===== src/rtl/boot_loader_seq_if.sv =====
// Boot ROM read port and main-memory write port used by the boot sequencer.
// Handshake: mem_wr is valid and mem_ack is ready. A write transfers on a rising edge where both are 1, and mem_addr/mem_data stay stable while mem_wr=1. rom_data must be valid combinationally in the same cycle as rom_rd.
interface boot_loader_seq_if;
  logic [12:0] rom_addr;
  logic        rom_rd;
  logic [15:0] rom_data;
  logic [15:0] mem_addr;
  logic [15:0] mem_data;
  logic        mem_wr;
  logic        mem_ack;

  modport master (
    output rom_addr, rom_rd, mem_addr, mem_data, mem_wr,
    input  rom_data, mem_ack
  );

  modport slave (
    input  rom_addr, rom_rd, mem_addr, mem_data, mem_wr,
    output rom_data, mem_ack
  );
endinterface


===== src/rtl/boot_loader_seq.sv =====
// Power-up boot sequencer: keeps the CPU halted and copies the boot ROM image into main memory.
// It then loads the start PC and releases the CPU, and keeps an additive checksum of the copied words.
module boot_loader_seq #(
  parameter logic [12:0] SRC_BASE   = 13'o13000,
  parameter logic [15:0] DST_BASE   = 16'o001000,
  parameter int          COPY_WORDS = 512,
  parameter logic [15:0] START_PC   = 16'o001000,
  parameter int          TIMEOUT    = 255
) (
  input  logic                      clk,
  input  logic                      reset_n,
  input  logic                      boot_en,
  input  logic                      start,
  boot_loader_seq_if.master         bus,
  output logic                      cpu_halt,
  output logic [15:0]               cpu_pc,
  output logic                      cpu_pc_load,
  output logic                      busy,
  output logic                      done,
  output logic                      error,
  output logic [15:0]               checksum,
  output logic [2:0]                dbg_state_o
);

  typedef enum logic [2:0] {
    S_IDLE   = 3'd0,
    S_READ   = 3'd1,
    S_WRITE  = 3'd2,
    S_LOADPC = 3'd3,
    S_RUN    = 3'd4,
    S_ERR    = 3'd5
  } state_e;

  localparam int       TW       = $clog2(TIMEOUT + 1);
  localparam logic [TW-1:0] TMO_LAST = TW'(TIMEOUT - 1);
  localparam logic [9:0]    LAST_IDX = 10'(COPY_WORDS - 1);

  state_e        state_q, state_d;
  logic [9:0]    idx_q, idx_d;
  logic [TW-1:0] tmo_q, tmo_d;
  logic [15:0]   sum_q, sum_d;
  logic [15:0]   data_q, data_d;

  logic          halt_q, halt_d;
  logic          done_q, done_d;
  logic          error_q, error_d;
  logic          busy_q, busy_d;
  logic          mem_wr_q, mem_wr_d;
  logic [15:0]   mem_addr_q, mem_addr_d;
  logic          pc_load_q, pc_load_d;
  logic [15:0]   pc_q, pc_d;

  always_ff @(posedge clk or negedge reset_n) begin
    if (!reset_n) begin
      state_q    <= S_IDLE;
      idx_q      <= '0;
      tmo_q      <= '0;
      sum_q      <= '0;
      data_q     <= '0;
      halt_q     <= 1'b1;
      done_q     <= 1'b0;
      error_q    <= 1'b0;
      busy_q     <= 1'b0;
      mem_wr_q   <= 1'b0;
      mem_addr_q <= '0;
      pc_load_q  <= 1'b0;
      pc_q       <= '0;
    end else begin
      state_q    <= state_d;
      idx_q      <= idx_d;
      tmo_q      <= tmo_d;
      sum_q      <= sum_d;
      data_q     <= data_d;
      halt_q     <= halt_d;
      done_q     <= done_d;
      error_q    <= error_d;
      busy_q     <= busy_d;
      mem_wr_q   <= mem_wr_d;
      mem_addr_q <= mem_addr_d;
      pc_load_q  <= pc_load_d;
      pc_q       <= pc_d;
    end
  end

  // Next-state logic. mem_ack only matters in WRITE, which is exactly when mem_wr is high.
  always_comb begin
    state_d = state_q;
    idx_d   = idx_q;
    tmo_d   = tmo_q;
    sum_d   = sum_q;
    data_d  = data_q;
    case (state_q)
      S_IDLE: state_d = boot_en ? S_READ : S_RUN;
      S_READ: begin
        data_d  = bus.rom_data;
        state_d = S_WRITE;
      end
      S_WRITE: begin
        if (bus.mem_ack) begin
          sum_d   = sum_q + data_q;
          idx_d   = idx_q + 10'd1;
          tmo_d   = '0;
          state_d = (idx_q == LAST_IDX) ? S_LOADPC : S_READ;
        end else if (tmo_q == TMO_LAST) begin
          tmo_d   = '0;
          state_d = S_ERR;
        end else begin
          tmo_d = tmo_q + 1'b1;
        end
      end
      S_LOADPC: state_d = S_RUN;
      S_RUN, S_ERR: begin
        if (start) begin
          state_d = S_IDLE;
          idx_d   = '0;
          sum_d   = '0;
          tmo_d   = '0;
        end
      end
      default: state_d = S_IDLE;
    endcase
  end

  // Registered outputs are decoded from the next state, so they change together with the state register.
  always_comb begin
    halt_d     = (state_d != S_RUN);
    done_d     = (state_d == S_RUN);
    error_d    = (state_d == S_ERR);
    busy_d     = (state_d == S_READ) || (state_d == S_WRITE);
    mem_wr_d   = (state_d == S_WRITE);
    pc_load_d  = (state_d == S_LOADPC);
    pc_d       = (state_d == S_LOADPC) ? START_PC : pc_q;
    mem_addr_d = mem_addr_q;
    if (state_d == S_WRITE) begin
      mem_addr_d = DST_BASE + {5'b0, idx_d, 1'b0};
    end
  end

  assign bus.rom_rd   = (state_q == S_READ);
  assign bus.rom_addr = (state_q == S_READ) ? (SRC_BASE + {2'b0, idx_q, 1'b0}) : 13'd0;
  assign bus.mem_addr = mem_addr_q;
  assign bus.mem_data = data_q;
  assign bus.mem_wr   = mem_wr_q;

  assign cpu_halt    = halt_q;
  assign cpu_pc      = pc_q;
  assign cpu_pc_load = pc_load_q;
  assign busy        = busy_q;
  assign done        = done_q;
  assign error       = error_q;
  assign checksum    = sum_q;
  assign dbg_state_o = state_q;

endmodule


===== src/flat_wrapper.sv =====
// flat-port wrapper written by rule: the top's interface ports become plain ports
module boot_loader_seq_flat 
#(
  parameter logic [12:0] SRC_BASE   = 13'o13000,
  parameter logic [15:0] DST_BASE   = 16'o001000,
  parameter int          COPY_WORDS = 512,
  parameter logic [15:0] START_PC   = 16'o001000,
  parameter int          TIMEOUT    = 255
)
  (clk, reset_n, boot_en, start, cpu_halt, cpu_pc, cpu_pc_load, busy, done, error, checksum, dbg_state_o, bus_rom_addr, bus_rom_rd, bus_mem_addr, bus_mem_data, bus_mem_wr, bus_rom_data, bus_mem_ack);
  boot_loader_seq_if bus_i ();
  input  logic clk;
  input  logic reset_n;
  input  logic boot_en;
  input  logic start;
  output logic cpu_halt;
  output logic [15:0] cpu_pc;
  output logic cpu_pc_load;
  output logic busy;
  output logic done;
  output logic error;
  output logic [15:0] checksum;
  output logic [2:0] dbg_state_o;
  output wire logic [$bits(bus_i.rom_addr)-1:0] bus_rom_addr;
  output wire logic [$bits(bus_i.rom_rd)-1:0] bus_rom_rd;
  output wire logic [$bits(bus_i.mem_addr)-1:0] bus_mem_addr;
  output wire logic [$bits(bus_i.mem_data)-1:0] bus_mem_data;
  output wire logic [$bits(bus_i.mem_wr)-1:0] bus_mem_wr;
  input wire logic [$bits(bus_i.rom_data)-1:0] bus_rom_data;
  input wire logic [$bits(bus_i.mem_ack)-1:0] bus_mem_ack;
  assign bus_rom_addr = bus_i.rom_addr;
  assign bus_rom_rd = bus_i.rom_rd;
  assign bus_mem_addr = bus_i.mem_addr;
  assign bus_mem_data = bus_i.mem_data;
  assign bus_mem_wr = bus_i.mem_wr;
  assign bus_i.rom_data = bus_rom_data;
  assign bus_i.mem_ack = bus_mem_ack;
  boot_loader_seq #(.SRC_BASE(SRC_BASE), .DST_BASE(DST_BASE), .COPY_WORDS(COPY_WORDS), .START_PC(START_PC), .TIMEOUT(TIMEOUT)) u_core (.clk(clk), .reset_n(reset_n), .boot_en(boot_en), .start(start), .bus(bus_i), .cpu_halt(cpu_halt), .cpu_pc(cpu_pc), .cpu_pc_load(cpu_pc_load), .busy(busy), .done(done), .error(error), .checksum(checksum), .dbg_state_o(dbg_state_o));
endmodule

===== config.mk =====
export PLATFORM = sky130hd
export DESIGN_NAME = boot_loader_seq_flat
export DESIGN_NICKNAME = d
export VERILOG_FILES = /design/src/rtl/boot_loader_seq_if.sv /design/src/rtl/boot_loader_seq.sv /design/src/flat_wrapper.sv
export SDC_FILE = /design/constraint.sdc
export NUM_CORES = 1
export LEC_CHECK = 0
export CAP_MARGIN = 10
export CORE_UTILIZATION = 35
export DETAILED_ROUTE_END_ITERATION = 8
export GPL_TIMING_DRIVEN = 0
export PLACE_DENSITY_LB_ADDON = 0.3
export SYNTH_ARGS = -nofsm -noshare
export SYNTH_HDL_FRONTEND = slang
export SYNTH_SLANG_ARGS = --single-unit

===== constraint.sdc =====
create_clock -name clk -period 4.65 [get_ports clk]
set_input_delay 0.6975 -clock clk [delete_from_list [all_inputs] [get_ports clk]]
set_output_delay 0.6975 -clock clk [all_outputs]
set_load 0.01 [all_outputs]

# --- Word level (Yosys, flattened, before mapping) ---
# Cells that the tools add are included.
totals:
  regBits: 76
  input_bits: 21
  output_inout_bits: 87
op_classes:
  muxes: 17
  n_addsub: 5
  eq_ne: 15
  n_reduce_logical: 6
op_table:
  columns: ["op", "count"]
  rows:
  - ["$mux 16", 2]
  - ["$pmux 16 s2", 1]
  - ["$mux 8", 3]
  - ["$mux 10", 2]
  - ["$pmux 10 s2", 1]
  - ["$add 16x16->16", 1]
  - ["$pmux 8 s2", 1]
  - ["$pmux 3 s5", 1]
  - ["$add 13x11->13 const A", 1]
  - ["$mux 13", 1]
  - ["$add 10x11->12 const A", 1]
  - ["$eq 3x2->1 const B", 4]
  - ["$eq 3x3->1 const B", 4]
  - ["$mux 3", 4]
  - ["$add 10x1->10 const B", 1]
  - ["$eq 10x9->1 const B", 1]
  - ["$add 8x1->8 const B", 1]
  - ["$eq 8x8->1 const B", 1]
  - ["$eq 3x1->1 const B", 2]
  - ["$ne 2x2->1 const B", 2]
  - ["$logic_not 3->1", 1]
  - ["$ne 3x3->1 const B", 1]
  - ["$reduce_and 3->1", 1]
  - ["$mux 2", 1]
  - ["4 further kinds", 4]

# --- Longest topological paths before layout ---
logic_depth:
  depth_word: 6
  depth_mapped: 9
  ltp_nobuf: 8

# --- Worst setup path before layout ---
# No wires, ideal clock.
synth_timing:
  path_kind: "register -> register"
  startpoint: "reg u_core.data_q[0] (netlist: u_core.bus.mem_data[0])"
  endpoint: "reg u_core.sum_q[14] (netlist: u_core.checksum[14])"
  period_less_slack_ns: 2.340
  path_stages_with_launch: 9
  path_slack_ns: 2.310
  setup_ns: 0.134
  required_ns: 4.516
  arrival_ns: 2.206
  cell_sequence: "dfrtp_1 ha_1 fa_1 a211o_1 a211oi_1 o211ai_1 a31oi_1 xor2_1 o21ai_0"
synth_between:
  elab_chain_cells: 3
synth_rtl:
  columns: ["element", "line_no", "text"]
  rows:
  - ["from (decl)", "boot_loader_seq.sv:42", "logic [15:0] data_q, data_d;"]
  - ["from (signal assigned)", "boot_loader_seq.sv:73", "data_q <= data_d;"]
  - ["$add 16x16->16", "boot_loader_seq.sv:100", "sum_d = sum_q + data_q;"]
  - ["$mux 16", "boot_loader_seq.sv:99", "if (bus.mem_ack) begin"]
  - ["$pmux 16 s2", "boot_loader_seq.sv:92", "case (state_q)"]
  - ["to (signal assigned)", "boot_loader_seq.sv:72", "sum_q <= sum_d;"]
  - ["to (decl)", "boot_loader_seq.sv:41", "logic [15:0] sum_q, sum_d;"]
# No other way between the ends. The select of a mux whose other input is x is not followed.
# A chain may end at the register's enable or synchronous reset.

# --- Final worst setup path ---
layout_timing:
  startpoint: "reg u_core.state_q[1] (netlist: u_core.dbg_state_o[1])"
  endpoint: "out bus_rom_addr[9]"
layout_between:
  elab_chain_cells: 2
layout_rtl:
  columns: ["element", "line_no", "text"]
  rows:
  - ["from (decl)", "boot_loader_seq.sv:38", "state_e state_q, state_d;"]
  - ["from (signal assigned)", "boot_loader_seq.sv:69", "state_q <= state_d;"]
  - ["$eq 3x1->1", "boot_loader_seq.sv:140", "assign bus.rom_addr = (state_q == S_READ) ? (SRC_BASE + {2'b0, idx_q, 1'b0}) : 13'd0;"]
  - ["$mux 13", "boot_loader_seq.sv:140", null]
  - ["to (decl)", "flat_wrapper.sv:24", "output wire logic [$bits(bus_i.rom_addr)-1:0] bus_rom_addr;"]
# No other way between the ends.

==> run summary <==
Complex-gate fraction of the synthesized area = 17.5%
Pre-Repair DR Iteration Count = 4
Num CTS Buffers = 9
Data arrival, critical path = 2.90 ns
Clock latency at the later pin of the worst-skew pair = 0.34 ns
First-pass GRT wire length = 16.4 mm
Worst slew margin = 46.9%
Total Wirelength = 10.2 mm
RSZ-0062 raised after global routing = false
Largest stage delay, worst path = 0.56 ns
Setup TNS = 0 ns
Cells after Synth = 426
DR vias = 3469
Core Area = 0.0110 mm²
GPL Wtd Cong = 0.843
Max-slew violations = 0
Max rail drop VDD = 0.292 mV
NumNets Final = 587
Clock Tree Root = clkbuf_16
Post-synth cell types = 59
Final worst path period share = 77.4%
Critical path launch point type = flip-flop
Async SR Flop Fraction = 100%
GRT overflow = 0
Area after DPL = 0.00515 mm²
Post-CTS sizing = 0
# DRC = 0
Crit path max fanout = 10
Synth Area per Inst = 9.42 µm²
Mux share of post-synthesis cell area = 3.59%
H-tree depth = 3
CP top delay family = buffers and inverters
Leak pwr = 0.00263 µW
Die area = 0.0119 mm²
Worst-path clk slew = 0.06 ns
Power Density = 598 mW/mm²
TritonCTS sink count = 71
Hold Buf Count CTS = 0
Proportion of layout cells with a drive suffix above 1 = 12.9%
Largest net degree at the start of global routing = 50
Die height = 109 µm
R2R depth = 8
Crit-path slowest cell = clkdlybuf4s50_1
Initial antenna violation count = 0
Final Setup Violations = 0
Sequential share of the synthesized area = 44.3%
Area Overhead vs Synth = 36.9%
Tot GR Track Use = 18.1%
CP cell instances = buf_2 > nor2_1 > nand2_1 > clkbuf_1 > clkbuf_1 > nor2_1 > clkdlybuf4s50_1
Die Span X = 109 µm
Tightest Hold Check Type = input pin to asynchronous set/reset pin
Buffers on Ports = 86
CP Buf/Inv Count = 4
Main combinational cell family by area after synthesis = simple AND/OR/NAND/NOR gates
I/O pin count = 108
Wire length per cell = 14.8 µm
Critical Path End Type = primary output
Setup CP Type = flip-flop to primary output
Status = completed
Clock tree buffer depth = 2
Final worst setup slack = 1.05 ns
WP data required = 3.95 ns
Hold Worst Slack = 0.267 ns
Antenna-violating nets left = 0
EDFF count, synth = 0
Dpl hpwl = 7.35 mm
Simple-gate share of the synthesized area = 18.3%
Max_cap viols = 0
Post CTS Setup Buffer Count = 0
Flop2flop setup slack = 2.00 ns
Seq cells post-synth = 71
Max Freq = 278 MHz
Starting density of the core = 36.5%
Worst slack, placed = 1.39 ns
Post-synthesis adder-cell area fraction = 7.05%
FP Rows = 38
Synth warn = 0
Xor/xnor share of the synthesized area = 1.75%
Mapped Area = 0.00401 mm²
CTS tree = built
Final Cell Area = 0.00549 mm²
Worst Setup SP = u_core.dbg_state_o[1]
Via/cell ratio = 5.03
Worst R2R Start = u_core.bus.mem_data[0]
DRT iter0 DRCs = 144
Final Skew = 0.00703 ns
Final Hold Vio Count = 0
# diodes = 0
Number of global-route vias before repair = 3312
Minimum clock period = 3.60 ns
FF-to-FF End = u_core.checksum[14]
Primary FF master, synth = dfrtp_1
Worst-Margin Slew = 0.794 ns
cell usage in the layout, fill, tap and decap left out, types with 3 or more instances in the layout:
master           count
clkdlybuf4s50_1     85
nand2_1             84
dfrtp_1             70
o21ai_0             37
buf_4               23
nor2_1              22
ha_1                21
conb_1              21
a21oi_1             12
inv_1               11
and3_1              11
mux2_2              10
a21o_1               9
clkbuf_16            9
clkbuf_1             8
o31ai_1              8
nor2b_1              6
nand4_1              5
nand3_1              5
a211oi_1             5
buf_2                4
nor3_1               4
a31oi_1              4
and4_1               4
a22o_1               4
xor2_1               4
xnor2_1              4
and2_1               3
buf_6                3
nand2b_1             3
o21a_1               3
a211o_1              3
bufinv_16            3
logic make-up after synthesis:
| group | after synthesis |
|---|---|
| AO/OA/AOI/OAI | 104 |
| other | 1 |
| XOR/XNOR | 8 |
| AND/OR/NAND/NOR | 157 |
| adder cells (fa/ha/maj) | 22 |
| multiplexers | 13 |
| buffers and inverters | 50 |
| flip-flops | 71 |
worst max path at each step:
| stage | cells past startpoint | to | slack [ns] |
|---|---|---|---|
| after floorplan | 8 | u_core.checksum[14] | 2.31 |
| after global placement | 1 | u_core.bus.mem_data[0] | 0.36 |
| after detailed placement | 7 | bus_rom_addr[11] | 1.39 |
| after CTS | 7 | bus_rom_addr[11] | 1.03 |
| after global routing | 7 | bus_rom_addr[11] | 0.83 |
| final | 7 | bus_rom_addr[9] | 1.05 |
sequential cells by signal, indices dropped and copies added, names as in the netlist, 3 cells and up:
name	flops
u_core.bus.mem_addr	11
u_core.bus.mem_data	16
u_core.checksum	16
u_core.dbg_state_o	3
u_core.idx_q	10
u_core.tmo_q	8
Yosys cell counts, types with 2 or more instances:
cell type	n	area share (%)
nand4_1	5	0.78
ha_1	21	6.5
nand2b_1	3	0.47
nor2b_1	6	0.94
a21o_1	9	1.7
or2_2	2	0.31
o21ai_0	37	4.6
o31ai_1	8	1.5
xor2_1	4	0.87
dfrtp_1	70	44
nand2_1	84	7.9
nor3_1	4	0.50
buf_4	22	4.1
xnor2_1	4	0.87
mux2_2	10	2.8
a22o_1	4	0.87
a211oi_1	5	0.94
o211ai_1	2	0.37
o21bai_1	2	0.37
and4_4	2	0.56
a21oi_1	12	1.5
clkbuf_1	8	0.75
inv_1	11	1.0
nor2_1	22	2.1
o21a_1	3	0.56
mux2i_1	2	0.50
or3_1	2	0.31
buf_2	4	0.50
nand3_1	5	0.62
a211o_1	3	0.65
and3_1	11	1.7
and4_1	4	0.87
o41ai_1	2	0.44
and2_1	3	0.47
buf_6	3	0.84
a31oi_1	4	0.62
area by class of cell:
cell class	count	area, µm²
fill	1029	5490
multi-input combinational	325	2010
sequential	71	1780
timing repair buffer	87	886
buffer	38	253
clock buffer	9	225
tap	140	175
clock inverter	7	120
inverter	12	45.0
where the power goes:
| part | internal [µW] | total, µW | switching, µW |
|---|---|---|---|
| Combinational | 724 | 1520 | 792 |
| Sequential | 791 | 958 | 167 |
| Clock | 526 | 809 | 283 |
stage by stage:
| step | total power (µW) | utilization (%) | cells |
|---|---|---|---|
| 3_3_place_gp | 2450 | 46.7 | 672 |
| 6_report | 3280 | 50.0 | 689 |
| 2_1_floorplan | 1860 | - | 446 |
| 4_1_cts | 3310 | 50.0 | 689 |
| 3_5_place_dp | 2490 | 46.9 | 673 |
| 5_1_grt | 3510 | 50.0 | 689 |
layer usage:
| metal | GRT usage (%) | vias to the layer above | part of all wire, % |
|---|---|---|---|
| met5 | 0 | - | 0 |
| met4 | 6.66 | 0 | 1.5 |
| met3 | 4.06 | 14 | 6.9 |
| met2 | 28.0 | 119 | 45 |
| met1 | 24.7 | 1639 | 46 |
| li1 | - | 1697 | - |
(Power assumes the default switching activity.)
